### src/rtl/button_cmd_encoder.sv
// Debounced N-channel button front end: synchronise, debounce, priority-encode rising edges
// into a registered command code with level, latched or pulse release behaviour.
module button_cmd_encoder #(
  parameter int N_BTN           = 5,
  parameter int DEBOUNCE_CYCLES = 250000,
  parameter int HOLD_CYCLES     = 4,
  parameter int CODE_W          = 32,
  parameter int MODE            = 0
) (
  input  logic              clock,
  input  logic              reset_n,
  input  logic [N_BTN-1:0]  btn_in,
  input  logic              clear,
  output logic [CODE_W-1:0] cmd_code,
  output logic              cmd_valid,
  output logic              cmd_new,
  output logic [N_BTN-1:0]  btn_clean
);

  localparam int CNT_W  = (DEBOUNCE_CYCLES > 1) ? $clog2(DEBOUNCE_CYCLES) : 1;
  localparam int HOLD_W = $clog2(HOLD_CYCLES + 1);
  localparam int IDX_W  = (N_BTN > 1) ? $clog2(N_BTN) : 1;

  localparam logic [CNT_W-1:0]  CNT_MAX   = CNT_W'(DEBOUNCE_CYCLES - 1);
  localparam logic [HOLD_W-1:0] HOLD_SAT  = HOLD_W'(HOLD_CYCLES);
  localparam logic [HOLD_W-1:0] HOLD_LAST = HOLD_W'(HOLD_CYCLES - 1);

  typedef enum logic {IDLE, ACTIVE} state_t;

  function automatic logic [HOLD_W-1:0] hold_inc_sat(input logic [HOLD_W-1:0] h);
    return (h >= HOLD_SAT) ? HOLD_SAT : h + HOLD_W'(1);
  endfunction

  logic [N_BTN-1:0]  sync1_q, sync2_q;
  logic [CNT_W-1:0]  cnt_q [N_BTN];
  logic [CNT_W-1:0]  cnt_d [N_BTN];
  logic [N_BTN-1:0]  clean_q, clean_d, clean_prev_q;
  logic [N_BTN-1:0]  rise;
  logic              any_rise;
  logic [IDX_W-1:0]  win_idx;
  logic              clr_hit;
  logic              drop_act;

  state_t            state_q;
  logic [CODE_W-1:0] code_q;
  logic              valid_q;
  logic              new_q;
  logic [HOLD_W-1:0] hold_q;
  logic [IDX_W-1:0]  act_idx_q;

  // Stage: two-flop synchroniser on the raw asynchronous inputs
  always_ff @(posedge clock) begin
    if (!reset_n) begin
      sync1_q <= '0;
      sync2_q <= '0;
    end else begin
      sync1_q <= btn_in;
      sync2_q <= sync1_q;
    end
  end

  // Stage: per-channel debounce; the clean level only follows a mismatch held for the full period
  always_comb begin
    for (int i = 0; i < N_BTN; i++) begin
      cnt_d[i]   = cnt_q[i];
      clean_d[i] = clean_q[i];
      if (sync2_q[i] != clean_q[i]) begin
        if (cnt_q[i] == CNT_MAX) begin
          clean_d[i] = sync2_q[i];
          cnt_d[i]   = '0;
        end else begin
          cnt_d[i] = cnt_q[i] + CNT_W'(1);
        end
      end else begin
        cnt_d[i] = '0;
      end
    end
  end

  always_ff @(posedge clock) begin
    if (!reset_n) begin
      for (int i = 0; i < N_BTN; i++) cnt_q[i] <= '0;
      clean_q      <= '0;
      clean_prev_q <= '0;
    end else begin
      for (int i = 0; i < N_BTN; i++) cnt_q[i] <= cnt_d[i];
      clean_q      <= clean_d;
      clean_prev_q <= clean_q;
    end
  end

  // Stage: rising-edge detect and lowest-index-wins priority encode
  assign rise     = clean_q & ~clean_prev_q;
  assign any_rise = |rise;

  always_comb begin
    win_idx = '0;
    for (int i = N_BTN - 1; i >= 0; i--) begin
      if (rise[i]) win_idx = IDX_W'(i);
    end
  end

  // In latched mode clear also suppresses a coincident rise, so clear always leaves the output at 0
  assign clr_hit = (MODE == 1) && clear;

  always_comb begin
    drop_act = 1'b0;
    if (MODE == 0) begin
      drop_act = !clean_q[act_idx_q] && (hold_q >= HOLD_LAST);
    end else if (MODE == 2) begin
      drop_act = (hold_q == HOLD_LAST);
    end
  end

  // Stage: command FSM with registered outputs
  always_ff @(posedge clock) begin
    if (!reset_n) begin
      state_q   <= IDLE;
      code_q    <= '0;
      valid_q   <= 1'b0;
      new_q     <= 1'b0;
      hold_q    <= '0;
      act_idx_q <= '0;
    end else begin
      new_q <= 1'b0;
      case (state_q)
        IDLE: begin
          if (any_rise && !clr_hit) begin
            state_q   <= ACTIVE;
            code_q    <= CODE_W'(win_idx) + CODE_W'(1);
            valid_q   <= 1'b1;
            new_q     <= 1'b1;
            hold_q    <= '0;
            act_idx_q <= win_idx;
          end
        end
        ACTIVE: begin
          if (clr_hit) begin
            state_q <= IDLE;
            code_q  <= '0;
            valid_q <= 1'b0;
            hold_q  <= '0;
          end else if (any_rise) begin
            code_q    <= CODE_W'(win_idx) + CODE_W'(1);
            valid_q   <= 1'b1;
            new_q     <= 1'b1;
            hold_q    <= '0;
            act_idx_q <= win_idx;
          end else if (drop_act) begin
            state_q <= IDLE;
            code_q  <= '0;
            valid_q <= 1'b0;
            hold_q  <= '0;
          end else begin
            hold_q <= hold_inc_sat(hold_q);
          end
        end
        default: state_q <= IDLE;
      endcase
    end
  end

  assign cmd_code  = code_q;
  assign cmd_valid = valid_q;
  assign cmd_new   = new_q;
  assign btn_clean = clean_q;

endmodule

### config.mk
export PLATFORM = sky130hd
export DESIGN_NAME = button_cmd_encoder
export DESIGN_NICKNAME = d
export VERILOG_FILES = /design/src/rtl/button_cmd_encoder.sv
export SDC_FILE = /design/constraint.sdc
export NUM_CORES = 1
export LEC_CHECK = 0
export BUFFER_PORTS_ARGS = -buffer_cell sky130_fd_sc_hd__buf_2
export CAP_MARGIN = 20
export CORE_MARGIN = 3
export CORE_UTILIZATION = 34
export CTS_CLUSTER_SIZE = 16
export DETAILED_ROUTE_END_ITERATION = 8
export SLEW_MARGIN = 5
export SYNTH_ARGS = -nofsm -noshare
export SYNTH_HDL_FRONTEND = slang
export SYNTH_SLANG_ARGS = --single-unit
export TNS_END_PERCENT = 10
### constraint.sdc
create_clock -name clock -period 3.2 [get_ports clock]
set_clock_uncertainty 0.2 [all_clocks]
set_input_delay 0.32 -clock clock [delete_from_list [all_inputs] [get_ports clock]]
set_output_delay 0.32 -clock clock [all_outputs]
set_load 0.05 [all_outputs]
* After elaboration in Yosys (flattened, before gate mapping)
Memories as Yosys holds them, arrays and structs flattened. Cells that the tools add are included.
Word-level totals: input bits 8, output and inout bits 39, memories kept 1, register bits 61, bits in writable memories 90, word-level logic and storage cells 96
Cells by class: bitwise logic cells 8, add/sub/neg operators 7, multiplexer cells 42, reduce and logical (&&, ||, !) cells 9, $lt $le $gt $ge 3, equal/unequal tests 12
Memory list:
- cnt_q | words 5, width 18, read ports 5, clocked after Yosys merged registers in 0, wr ports 5, line 35 | logic [CNT_W-1:0] cnt_q [N_BTN];
Operator list (count):
- $mux W18 | 15
- $mux W32 | 3
- $add A18 B1 Y18 const B | 5
- $eq A18 B18 Y1 const B | 5
- $pmux W32 S2 | 1
- $mux W3 | 10
- $reduce_and A2 Y1 | 6
- $mux W1 | 9
- $pmux W3 S2 | 1
- $and A5 B5 Y5 | 1
- $ne A1 B1 Y1 | 5
- $not A5 Y5 | 1
- $or A1 B1 Y1 | 5
- $reduce_or A5 Y1 | 1
- $add A3 B1 Y4 const B | 1
- $lt A3 B4 Y1 const B | 1
- $pmux W1 S2 | 2
- $add A3 B1 Y3 const B | 1
- $bmux W1 S3 | 1
- $ge A3 B2 Y1 const B | 1
- $ge A3 B3 Y1 const B | 1
- $ne A3 B3 Y1 const B | 1
- $ne A2 B2 Y1 const B | 1
- $logic_and A1 B1 Y1 | 1
- other kinds (2) | 2

* Longest topological paths before layout
depth after elaboration 10, gate-level depth with buffers 8, mapped depth without buffers 8

* Least setup slack after synthesis
OpenSTA, ideal clock, no wires.
kind reg2reg, start point register clean_q[3], in the netlist btn_clean[3], end point register code_q[2], in the netlist cmd_code[2], cell stages (with the launch flop) 9, period minus slack after synthesis 2.113 ns, slack 1.087 ns, buffers on the path 0, library setup time 0.136 ns, required time 2.864 ns, arrival 1.777 ns, cells stage by stage dfxtp_1 nor2b_1 a21oi_1 or2_2 inv_1 ha_1 nor2_1 mux2i_1 o32ai_1
Between the ends: cells in the longest elaborated chain, start to end 8, elaborated cells between the ends (all ways) 17, classes of those cells add/sub (1); eq/ne (2); mux (9); bitwise (1); reduce/logical (4)
Ends and longest elaborated chain:
- start: declaration | line 37 | logic [N_BTN-1:0] clean_q, clean_d, clean_prev_q;
- start signal: assignment | line 87 | clean_q <= clean_d;
- $and A5 B5 Y5 (*) | line 93 | assign rise = clean_q & ~clean_prev_q;
- $mux W3 (*) (4 in series) | line 99 | if (rise[i]) win_idx = IDX_W'(i);
- via win_idx[0] | line 40 | logic [IDX_W-1:0] win_idx;
- $add A3 B1 Y4 (*) | line 130, 144
- $mux W32, on equally long branches | line 143, 128
- $pmux W32 S2 (*) | line 126 | case (state_q)
- end signal: assignment | line 130 | code_q <= CODE_W'(win_idx) + CODE_W'(1);
- end signal: assignment | line 144 | code_q <= CODE_W'(win_idx) + CODE_W'(1);
- end: declaration | line 45 | logic [CODE_W-1:0] code_q;
Mark *: on every way through the listed nets, which the timed path passes. The rest lies on a longest branch. The select of a mux whose other input is x is not followed. A chain may end at the register's enable or synchronous reset.

==> impl_summary.md <==
Outcome
The flow ran to the end, and the final reports show no timing, DRC or antenna violations.

Critical path
In this run the critical register-to-register path is launched from cnt_q[0][72]$_SDFF_PP0_. The endpoint of the lowest-slack register-to-register path is cnt_q[0][80]$_SDFF_PP0_. The longest individual stage delay on the worst path is 540 ps.

The endpoint kind of the worst setup timing path is a register. The launching element type of the critical path is a register. On the critical path, the stage with the largest delay is an instance of or4_4. Walking the worst path, the cells encountered are ha_1 -> nand3_2 -> or4_4 -> o211ai_4 -> nor2_1. In this run the worst setup path terminates at cnt_q[0][80]$_SDFF_PP0_. The critical path launch point is cnt_q[0][72]$_SDFF_PP0_.

The critical path is of the reg -> reg type. The maximum fanout along the worst path is 18. The arrival time of the worst setup path is 2310 ps.

For the worst setup path, the data required time is 3280 ps. The number of cells on the worst reg-to-reg path is 5. The worst setup slack for register-to-register paths is 970 ps.

Timing
Measured against its own limit, the worst slew margin works out to 61.9%. The accumulated negative setup slack is 0 ps. Hold is met by 230 ps.

Setup repair after global routing left no endpoint under its margin. The final clock period utilization by the worst path is 69.7%. The number of failing setup endpoints in the final timing report is 0. At the pin with the least slew margin, the transition time is 571 ps.

The final critical delay including setup and external delays is 2230 ps. The number of hold violations in the final report is 0. Once routing completed, OpenROAD measured the worst setup slack at 970 ps.

The number of max-slew violations in the final report was 0. The maximum frequency from static timing analysis is 448 MHz.

Clock network
The H-tree was split into 4 levels. Clock tree synthesis selected as its root buffer the cell clkbuf_16. The clock passes through at most 2 buffers. In this run, post-CTS repair resized a total of 0 instances. The TritonCTS clock tree is done. The clock latency on the worst-skew pair is 410 ps. Clock tree synthesis found a total of 123 sinks. Hold repair after CTS inserted 5 buffers.

The TritonCTS buffer count is 17. Buffers added to address setup during post-CTS repair amount to 0. The register clock-pin slew on the reported worst setup and hold paths is 50 ps.

Die
The core region is 0.0160 mm2. The count of boundary I/O pins is 47. The number of placement rows is 46. In this run the vertical extent of the chip is 134 um. The initial utilization of the core area, before any placement, comes to 35.1%.

The die is 134 um wide. The die covers 0.0181 mm2.

Cells and area
The finished cells cover 0.00642 mm2. After the last flow step, the layout net total stands at 686. Leaving out filler cells and counting taps, the final layout contains 897.

Relative to the synthesized area, the layout overhead comes to 14.5%. The post-route netlist has 10.1% of its cells at a drive strength greater than 1. The number of inserted diodes is 0.

Place
During placement, the flow inserted port buffers numbering 17. Timing analysis after detailed placement gives a worst setup slack of 933 ps. The area after detailed placement is 0.00584 mm2.

The number of placed instances, taps included, is 861. The final estimated routing congestion in global placement is 0.783. Detailed placement finished with a half-perimeter wire length of 6950 um.

Synthesis
The synthesized design spends more area on one cell type than any other, namely dfxtp_1. The sequential fraction of the synthesis area is 43.9%. The most used standard cell by instance count after synthesis is dfxtp_1. The total number of yosys warnings is 0. The cell count after synthesis is 637. In this run, distinct cell masters in the synthesized netlist total 42. In the synthesized netlist, the cells that appear most often are dfxtp_1 (123), nor2_1 (113), xnor2_1 (64). By area the synthesized netlist is led by dfxtp_1 (44%), xnor2_1 (10%), nor2_1 (7.6%).

The synthesized flop and latch total is 123. After synthesis the cells add up to 0.00561 mm2. The number of synthesized flops with an enable pin is 0. The commonest register cell after synthesis is dfxtp_1. For this run, asynchronously set or reset flops after synthesis account for 0%. After synthesis, the mean cell area works out to 8.81 um2.

The share of the synthesized area in the top cell type is 43.9%.

Detailed routing
The post-detailed-routing wire length is 10,100 um. For this run, design rule violations remaining after detail routing come to 0. The per-cell via count in the routed design is 4.65. In this run, the number of DRC markers left after iteration 0 of detailed routing was 211. The routed length per instance is 11.3 um. For this block, the via count after detailed routing is 4,168. The residual antenna-violating net count after detailed routing is 0. The count of TritonRoute iterations in the first routing pass is 4.

Hold path
Counting instances, the worst hold path has a depth of 1. The worst hold path begins at sync1_q[0]$_SDFF_PN0_. The class of the tightest hold or removal check is reg -> reg.

Global route
The number of global-route vias before repair is 3,734. The initial antenna violation count is 0. The total track usage is 11.5%. The largest net degree at the start of global routing is 27. The wire length of the first global-routing pass is 17,000 um. The total grt overflow is 0.

Power and ir drop
The internal power component is 2650 uW. The net switching power is 741 uW. The relative contribution of combinational cells to total power is 3.4%. The ratio of total power to cell area is 528 mW/mm2.

For this design the static power due to leakage is 0.00206 uW. The relative contribution of sequential cells to total power is 45.6%. Net switching is 21.8% of the power. The share of total power dissipated in the clock network is 51.1%. The worst ir drop on vdd is 0.000268 V.

Flow run
The tool flagged a number of max-cap violations equal to 0.
[how the worst min path moves through the flow]
| stage | end | slack (ps) |
|---|---|---|
| floorplan | sync2_q[0]$_SDFF_PN0_ | 210 |
| global placement | sync2_q[0]$_SDFF_PN0_ | 210 |
| detailed placement | sync2_q[3]$_SDFF_PN0_ | 220 |
| CTS | clean_prev_q[4]$_SDFF_PN0_ | 230 |
| global route | sync1_q[4]$_SDFF_PN0_ | 250 |
| finish | sync2_q[0]$_SDFF_PN0_ | 230 |
[metrics by stage]
step | utilization, % | total power (uW)
after floorplan | - | 1700
after global placement | 36.5 | 1690
after detailed placement | 36.5 | 1690
after CTS | 40.1 | 3440
after global routing | 40.1 | 3500
final | 40.1 | 3390
[layer usage]
metal / up-vias / wire, um / track usage [%]
li1: 2202 / - / -
met1: 1898 / 5230 / 15.3
met2: 53 / 4370 / 17.2
met3: 15 / 296 / 2.81
met4: 0 / 197 / 5.77
met5: - / 0 / 0
[cell usage in the layout, fill, tap and decap left out, types with 2 or more instances in the layout]
| cell | n |
|---|---|
| o41ai_4 | 4 |
| nand4_2 | 3 |
| nand4_1 | 26 |
| a21oi_1 | 12 |
| clkinv_2 | 7 |
| mux2i_1 | 8 |
| a211oi_1 | 2 |
| o32ai_1 | 2 |
| nor3_1 | 21 |
| and2_1 | 10 |
| nor4_1 | 29 |
| nor2_1 | 113 |
| o21ai_0 | 7 |
| inv_1 | 27 |
| or2_2 | 7 |
| or4_4 | 2 |
| xnor2_1 | 64 |
| o31ai_1 | 5 |
| ha_1 | 9 |
| conb_1 | 28 |
| clkbuf_16 | 17 |
| buf_4 | 5 |
| nor2b_1 | 5 |
| o22ai_1 | 3 |
| or4_1 | 6 |
| dfxtp_1 | 123 |
| clkbuf_8 | 2 |
| clkbuf_1 | 3 |
| nand2b_1 | 4 |
| nor4b_1 | 5 |
| xor2_1 | 14 |
| or3_1 | 3 |
| nand3_1 | 28 |
| dlygate4sd3_1 | 5 |
| nand2_1 | 43 |
| buf_2 | 17 |
[logic make-up after synthesis]
group,after synthesis,share of synthesized area [%]
AOI/OAI and AO/OA,40,6.20
xor gates and xnor gates,78,12.2
adders and majority gates,9,2.01
buffers and inverters,68,6.58
DFF,123,43.9
muxes,8,1.43
other,1,0.0669
and+or+nand+nor,310,27.6
[worst max-delay path, delay by kind of cell (launching register included)]
| kind | cells | cell delay, ps |
|---|---|---|
| fa+ha+maj | 1 | 270 |
| compound gates | 1 | 440 |
| simple gates | 3 | 810 |
| flops | 1 | 370 |
[power groups by stage]
stage / Combinational (uW) / Sequential (uW) / Clock (uW)
final: 114 / 1540 / 1730
after global routing: 121 / 1540 / 1830
after CTS: 115 / 1540 / 1780
after detailed placement: 110 / 1580 / 0
after global placement: 110 / 1580 / 0
after floorplan: 124 / 1580 / 0
[layout make-up]
cell class	instances	area, um2
multi-input combinational	473	2880
clock inverter	9	72.6
sequential	123	2460
timing repair buffer	27	173
tap	216	270
fill	1662	9580
clock buffer	22	464
inverter	27	101
[state kept, by name, indices dropped and copies added (netlist names)]
register and count:
cnt_q 90, btn_clean 5, clean_prev_q 5, sync1_q 5, sync2_q 5, cmd_code 4, act_idx_q 3, hold_q 3
cmd_new 1, cmd_valid 1, state_q 1
Power figures use the tool's default switching activity.
